### config.mk
export PLATFORM = sky130hd
export DESIGN_NAME = hash_rmw_update_ctrl
export DESIGN_NICKNAME = d
export VERILOG_FILES = /design/src/rtl/hash_rmw_update_ctrl.sv
export SDC_FILE = /design/constraint.sdc
export NUM_CORES = 2
export LEC_CHECK = 0
export ABC_CLOCK_PERIOD_IN_PS = 3300
export CORE_MARGIN = 2
export CORE_UTILIZATION = 50
export DETAILED_ROUTE_END_ITERATION = 16
export GPL_ROUTABILITY_DRIVEN = 0
export PLACE_DENSITY = 0.75
export SETUP_SLACK_MARGIN = 0.5
export SLEW_MARGIN = 15
export SYNTH_ARGS = -nofsm -noshare
export SYNTH_HDL_FRONTEND = slang
export SYNTH_SLANG_ARGS = --single-unit
### constraint.sdc
create_clock -name clk -period 3.3 [get_ports clk]
set_input_delay 0.66 -clock clk [delete_from_list [all_inputs] [get_ports clk]]
set_output_delay 0.66 -clock clk [all_outputs]
set_load 0.05 [all_outputs]
### src/rtl/hash_rmw_update_ctrl.sv
// Read-modify-write controller for a hash table: per-lane XOR updates with a 2-cycle read
// latency, forwarding of in-flight results, and a full-table zero-fill.
module hash_rmw_update_ctrl #(
  parameter int unsigned NUM_MUL     = 4,
  parameter int unsigned INDEX_WIDTH = 12,
  parameter int unsigned DATA_WIDTH  = 64
) (
  input  logic                            clk,
  input  logic                            reset,
  input  logic                            in_valid,
  output logic                            in_ready,
  input  logic [INDEX_WIDTH-1:0]          in_index,
  input  logic [NUM_MUL-1:0]              in_lane_mask,
  input  logic [NUM_MUL*DATA_WIDTH-1:0]   in_data,
  output logic [INDEX_WIDTH-1:0]          rd_index,
  input  logic [NUM_MUL*DATA_WIDTH-1:0]   rd_out_update,
  output logic                            write_reg_11_valid,
  output logic [INDEX_WIDTH-1:0]          write_reg_11_index,
  output logic [NUM_MUL*DATA_WIDTH-1:0]   write_reg_11_xor,
  output logic [NUM_MUL-1:0]              arbiter_result,
  input  logic                            start_clear,
  output logic                            clear_done
);

  localparam int unsigned LineWidth = NUM_MUL * DATA_WIDTH;
  localparam int unsigned HistDepth = 3;
  localparam logic [INDEX_WIDTH-1:0] CntMax = '1;

  typedef enum logic [1:0] {StRun, StDrain, StClear} state_e;

  state_e state_q, state_d;
  logic   accept;

  logic                   s1_valid_q, s2_valid_q;
  logic [INDEX_WIDTH-1:0] s1_index_q, s2_index_q;
  logic [NUM_MUL-1:0]     s1_mask_q, s2_mask_q;
  logic [LineWidth-1:0]   s1_data_q, s2_data_q;

  // Entry 0 is the newest completed op; it always mirrors the output register when valid.
  logic                   hist_valid_q [HistDepth];
  logic [INDEX_WIDTH-1:0] hist_index_q [HistDepth];
  logic [NUM_MUL-1:0]     hist_mask_q  [HistDepth];
  logic [LineWidth-1:0]   hist_data_q  [HistDepth];

  logic [INDEX_WIDTH-1:0] cnt_q, cnt_d;
  logic                   clear_fire, clear_last;
  logic [LineWidth-1:0]   result;

  assign in_ready = (state_q == StRun) && !start_clear;
  assign accept   = in_valid && in_ready;
  assign rd_index = accept ? in_index : '0;

  always_comb begin
    result = '0;
    for (int i = 0; i < NUM_MUL; i++) begin
      logic [DATA_WIDTH-1:0] prior;
      prior = rd_out_update[i*DATA_WIDTH +: DATA_WIDTH];
      // Oldest first so the newest matching entry wins.
      for (int j = HistDepth - 1; j >= 0; j--) begin
        if (hist_valid_q[j] && hist_index_q[j] == s2_index_q && hist_mask_q[j][i]) begin
          prior = hist_data_q[j][i*DATA_WIDTH +: DATA_WIDTH];
        end
      end
      result[i*DATA_WIDTH +: DATA_WIDTH] =
          s2_mask_q[i] ? (prior ^ s2_data_q[i*DATA_WIDTH +: DATA_WIDTH]) : prior;
    end
  end

  always_comb begin
    state_d    = state_q;
    cnt_d      = cnt_q;
    clear_fire = 1'b0;
    clear_last = 1'b0;
    case (state_q)
      StRun: begin
        if (start_clear) state_d = StDrain;
      end
      StDrain: begin
        if (!s1_valid_q && !s2_valid_q) state_d = StClear;
      end
      StClear: begin
        // The cycle after the final write carries the clear_done pulse; RUN follows it.
        if (clear_done) begin
          state_d = StRun;
        end else begin
          clear_fire = 1'b1;
          if (cnt_q == CntMax) begin
            clear_last = 1'b1;
            cnt_d      = '0;
          end else begin
            cnt_d = cnt_q + 1'b1;
          end
        end
      end
      default: state_d = StClear;
    endcase
  end

  always_ff @(posedge clk or negedge reset) begin
    if (!reset) begin
      state_q    <= StClear;
      cnt_q      <= '0;
      clear_done <= 1'b0;
      s1_valid_q <= 1'b0;
      s1_index_q <= '0;
      s1_mask_q  <= '0;
      s1_data_q  <= '0;
      s2_valid_q <= 1'b0;
      s2_index_q <= '0;
      s2_mask_q  <= '0;
      s2_data_q  <= '0;
      write_reg_11_valid <= 1'b0;
      write_reg_11_index <= '0;
      write_reg_11_xor   <= '0;
      arbiter_result     <= '0;
      for (int j = 0; j < HistDepth; j++) begin
        hist_valid_q[j] <= 1'b0;
        hist_index_q[j] <= '0;
        hist_mask_q[j]  <= '0;
        hist_data_q[j]  <= '0;
      end
    end else begin
      state_q    <= state_d;
      cnt_q      <= cnt_d;
      clear_done <= clear_last;

      s1_valid_q <= accept;
      if (accept) begin
        s1_index_q <= in_index;
        s1_mask_q  <= in_lane_mask;
        s1_data_q  <= in_data;
      end
      s2_valid_q <= s1_valid_q;
      if (s1_valid_q) begin
        s2_index_q <= s1_index_q;
        s2_mask_q  <= s1_mask_q;
        s2_data_q  <= s1_data_q;
      end

      write_reg_11_valid <= clear_fire || s2_valid_q;
      if (clear_fire) begin
        write_reg_11_index <= cnt_q;
        write_reg_11_xor   <= '0;
        arbiter_result     <= '1;
      end else if (s2_valid_q) begin
        write_reg_11_index <= s2_index_q;
        write_reg_11_xor   <= result;
        arbiter_result     <= s2_mask_q;
      end else begin
        arbiter_result <= '0;
      end

      if (clear_last) begin
        for (int j = 0; j < HistDepth; j++) hist_valid_q[j] <= 1'b0;
      end else if (s2_valid_q) begin
        for (int j = HistDepth - 1; j > 0; j--) begin
          hist_valid_q[j] <= hist_valid_q[j-1];
          hist_index_q[j] <= hist_index_q[j-1];
          hist_mask_q[j]  <= hist_mask_q[j-1];
          hist_data_q[j]  <= hist_data_q[j-1];
        end
        hist_valid_q[0] <= 1'b1;
        hist_index_q[0] <= s2_index_q;
        hist_mask_q[0]  <= s2_mask_q;
        hist_data_q[0]  <= result;
      end
    end
  end

endmodule

======== Word level (Yosys, flattened, before mapping) ========
Index checks and enable logic that the tools add are counted.
Widths: inputs -> output; s select.
storage, ports and cells
  flip-flop bits (word level) ............. 1,653
  output and inout port bits .............. 287
operators by class
  add/sub/neg operators ................... 1
  equal/unequal tests ..................... 9
  muxes and demuxes ....................... 35
  bitwise logic cells ..................... 6
  reductions and logical operators ........ 28
operator list
  cell                   number
  $mux 64                16
  $mux 256               2
  $xor 64x64->64         4
  $mux 12                4
  $eq 12x12->1           3
  $logic_and 1x1->1      18
  $add 12x1->12 const B  1
  $eq 12x12->1 const B   1
  $mux 4                 2
  $mux 2                 3
  $mux 3                 2
  $ne 2x2->1 const B     3
  $pmux 2 s3             1
  $mux 1                 5
  $reduce_and 2->1       2
  $reduce_bool 2->1      2
  $logic_not 1->1        3
  $reduce_and 3->1       1
  $eq 2x1->1 const B     1
  $eq 2x2->1 const B     1
  $logic_not 2->1        1
  $not 1->1              2
  $logic_or 1x1->1       1

======== Depth between registers and ports, before layout ========
  depth after elaboration ................. 10
  gate-level depth with buffers ........... 11
  depth with buffers taken out ............ 8

======== Worst setup path after synthesis ========
Ideal clock, no wire load.
  path kind ............................... input port to output port
  start point ............................. input port start_clear
  end point ............................... output port rd_index[10]
  arrival time ............................ 2.080 ns
  data required time ...................... 2.640 ns
  setup slack ............................. 0.560 ns
  stages on the path ...................... 3
  cells stage by stage .................... nor3_1 clkbuf_1 and3_1
between the ends
  cells in the longest elaborated chain, start to end .. 4
ends and longest elaborated chain
  what                RTL line  RTL
  start: declaration  21        input logic start_clear,
  $logic_not 1->1     49        assign in_ready = (state_q == StRun) && !start_clear;
  $logic_and 1x1->1   49
  via in_ready        11        output logic in_ready,
  $logic_and 1x1->1   50        assign accept = in_valid && in_ready;
  $mux 12             51        assign rd_index = accept ? in_index : '0;
  end: declaration    15        output logic [INDEX_WIDTH-1:0] rd_index,
The timed path passes the listed nets, and every way through them passes these cells.

======== Worst setup path after layout ========
  start point ............................. register s2_index_q[10]
  end point ............................... register hist_data_q[546] (netlist name)
between the ends
  cells in the longest elaborated chain, start to end .. 8
  elaborated cells on any way between the ends .. 14
  those cells by class .................... eq/ne: 3; mux: 4; bitwise: 1; reduce/logical: 6
ends and longest elaborated chain
  what                             RTL line  RTL
  start: declaration               35        logic [INDEX_WIDTH-1:0] s1_index_q, s2_index_q;
  start signal: assignment         135       s2_index_q <= s1_index_q;
  $eq 12x12->1                     60        if (hist_valid_q[j] && hist_index_q[j] == s2_index_q && hist_mask_q[j][i]) begin
  $logic_and 1x1->1 (2 in series)  60
  $mux 64 (2 in series)            60
  $mux 64 (*)                      60
  $xor 64x64->64                   65        s2_mask_q[i] ? (prior ^ s2_data_q[i*DATA_WIDTH +: DATA_WIDTH]) : prior;
  $mux 64 (*)                      65
  end signal: indexed assignment   160       hist_data_q[j] <= hist_data_q[j-1];
  end: declaration                 43        logic [LineWidth-1:0] hist_data_q [HistDepth];
Every way passes the cells marked *; elsewhere a longest branch is shown, timed or not.
A chain may end at the register's enable or synchronous reset.

==> flow_metrics.tcl <==
set metrics [dict create \
    drtIter0Drc 10220 \
    relSlewSlack_pct 21.62 \
    finClkSkew_ps 83.86 \
    regArea_sq_mm 0.04140 \
    io_pins 819 \
    most-common-layout-cells "nand2_1, dfrtp_1, clkdlybuf4s50_1" \
    yosysTopAreaCell "dfrtp_1" \
    leakagePower_uw 0.05210 \
    grt_pass1_wl_um 450000 \
    finalSetupViolations 0 \
    hold-worst-slack_ps 399.2 \
    wl_per_cell_um 27.54 \
    place_hpwl_um 175900 \
    cts.clk_slew.worst_paths_ps 70 \
    port_buffers 818 \
    row_count 150 \
    start_kind "flip-flop" \
    drc_errors 0 \
    initial_core_util_pct 50.40 \
    p_per_area_mw_per_mm2 733.5 \
    fp.dieH_um 414.8 \
    drive_above_1_share_pct 22.33 \
    vias_per_cell 6.447 \
    synthesis.instances 9056 \
    regToRegStartpoint "s2_index_q[10]" \
    fin_util_pct 68.34 \
    final.fill_count 11480 \
    yosysUniqueCellTypes 55 \
    cts_root_buf "clkbuf_16" \
    max_freq_ghz 0.3186 \
    period_needed_ps 3138 \
    die-area_sq_mm 0.1720 \
    met2_length_um 150100 \
    synthArstFlopShare_pct 100.0 \
    fin_crit_sh_pct 95.10 \
    min_path_type "input pin to flip-flop" \
    cap_violations 0 \
    fp.dieW_um 414.8 \
    final_common_cell "nand2_1" \
    status "completed" \
    highest_layer "met5" \
    syn_avg_cell_area_sq_um 9.316 \
    arrival_ps 3890 \
    syn_nets 9589 \
    tightest_slew_ps 1176 \
    first_global_vias 74570 \
    cp_max_fo 21 \
    synth_area_sq_mm 0.08437 \
    cts_made_buffers 179 \
    wirelength_um 342400 \
    antenna_found_initial 66 \
    slew_violations 0 \
    vias 80150 \
    synth-edff-count 0 \
    setup_tns_ps 0 \
    crit_type "flip-flop to flip-flop" \
    cts_tree "done" \
    grt.total_usage_pct 33.54 \
    clkSinkCount 1653 \
    wl_met3_um 40100 \
    synth-main-ff-cell "dfrtp_1" \
    clock_latency_ps 880 \
    drtAntennaViolNets 0 \
    timing.final.hold_violations 0 \
    required_ps 4050 \
    nets 10560 \
    htree_levels 4 \
    grt_max_degree 122 \
    hold_start "in_data[43]" \
    dp_slack_ps 30.07 \
    clock_path_buffers 3 \
    firstDrtPassIters 9 \
    multi_input_area_sq_mm 0.04535 \
    yosys_warnings 0 \
    worstSetupEndpointType "flip-flop" \
    ys_ff_latch 1653 \
    ir_drop_v 0.0007147 \
    met1Wirelength_um 117600 \
    coreArea_sq_mm 0.1674 \
    fin_ws_ps 161.6 \
    cp-startpoint "s2_index_q[10]" \
    grt_remaining_overflow 0 \
    ys_seq_area_share_pct 49.03 \
    area_growth_pct 35.61 \
    synth_area_leaders "dfrtp_1, nand2_1, mux2_2" \
    netlist.area_leader.share_pct 49.00 \
    rsz0062_at_grt "yes" \
]
[layer usage]
metal  track usage, %  up-vias
met3            6.669     1916
met1            41.67    39120
met2            52.00     5871
met4            24.99       38
li1                 -    33200
met5                0        -
[stage by stage]
| stage | cells | power, uW | area [sq um] |
|---|---|---|---|
| 6_report | 12430 | 83920 | 114400 |
| 5_1_grt | 12420 | 87270 | 114400 |
| 4_1_cts | 12170 | 79110 | 105800 |
| 3_5_place_dp | 11680 | 56650 | 95980 |
| 3_3_place_gp | 11680 | 55210 | 95980 |
| 2_1_floorplan | 9056 | 48820 | 84370 |
[synth_stat cells, drive strengths merged (7+ instances only)]
master and instances:
nor4 83, o2bb2ai 70, o41a 7, a31oi 120, clkbuf 446, a21oi 570
o21ai 413, o221ai 129, mux2 602, nand3 200, buf 174, xnor2 97
o31ai 71, and3 15, dfrtp 1652, inv 69, mux2i 270, nand2 2415
a41oi 65, nor2b 126, nor4b 126, nor3 276, xor2 589, o22ai 57
nand4 23, nor2 360
[kinds of logic after synthesis]
kind of cell | count (synthesis) | synth area share [%]
simple gates | 3645 | 18.57
flops | 1653 | 49.03
compound gates | 1510 | 10.69
mux | 872 | 11.24
buf+inv | 689 | 3.329
xor+xnor | 686 | 7.130
fa+ha+maj | 1 | 0.01483
[cell type report]
cell class	count	area share (%)
Clock inverter	83	1.043
Clock buffer	246	4.511
Sequential cell	1653	36.18
Multi-Input combinational cell	6715	39.64
Inverter	69	0.2264
Antenna cell	50	0.1094
Tap cell	2204	2.410
Timing Repair Buffer	1412	15.88
[report_power, final]
group | leakage (uW) | internal (uW) | switching (uW)
registers | 0.0212 | 28200 | 8790
clock network | 0.00313 | 12600 | 9210
logic | 0.0277 | 11100 | 14000
total | 0.0521 | 51900 | 32000
[final timing paths]
path | end | slack [ps] | cells past startpoint
max in group asynchronous | s2_index_q[5] | 1690 | 3
worst max register to register | hist_data_q[546] | 160 | 10
worst min-delay path | s1_data_q[43] | 400 | 2
min in group asynchronous | s1_data_q[216] | 440 | 2
worst max-delay path | hist_data_q[546] | 160 | 10
worst min register to register | hist_data_q[206] | 450 | 2
[repair_timing]
item	4_1_cts	5_1_grt
hold buffers	1	0
cloned	53	105
setup buffers	103	110
endpoints found under the setup margin	1092	618
resized for setup	291	1113
pin swaps	144	321
hold endpoints to repair	39	0
[state kept, by name, indices dropped and copies added (netlist names), 12 cells and up]
name,count
cnt_q,12
hist_data_q,768
hist_index_q,36
hist_mask_q,12
s1_data_q,256
s1_index_q,12
s2_data_q,256
s2_index_q,12
write_reg_11_index,12
write_reg_11_xor,256
[critical path, stage by stage (launching register included)]
cell and delay, ps:
dfrtp_2 460, buf_4 160, xnor2_2 220, nand4_1 190, buf_4 180, or4_4 620, nand2b_4 160, buf_12 200
nor4b_1 110, a21oi_1 540, nand3_2 140
Note: power is estimated with default switching activity, not from simulation.
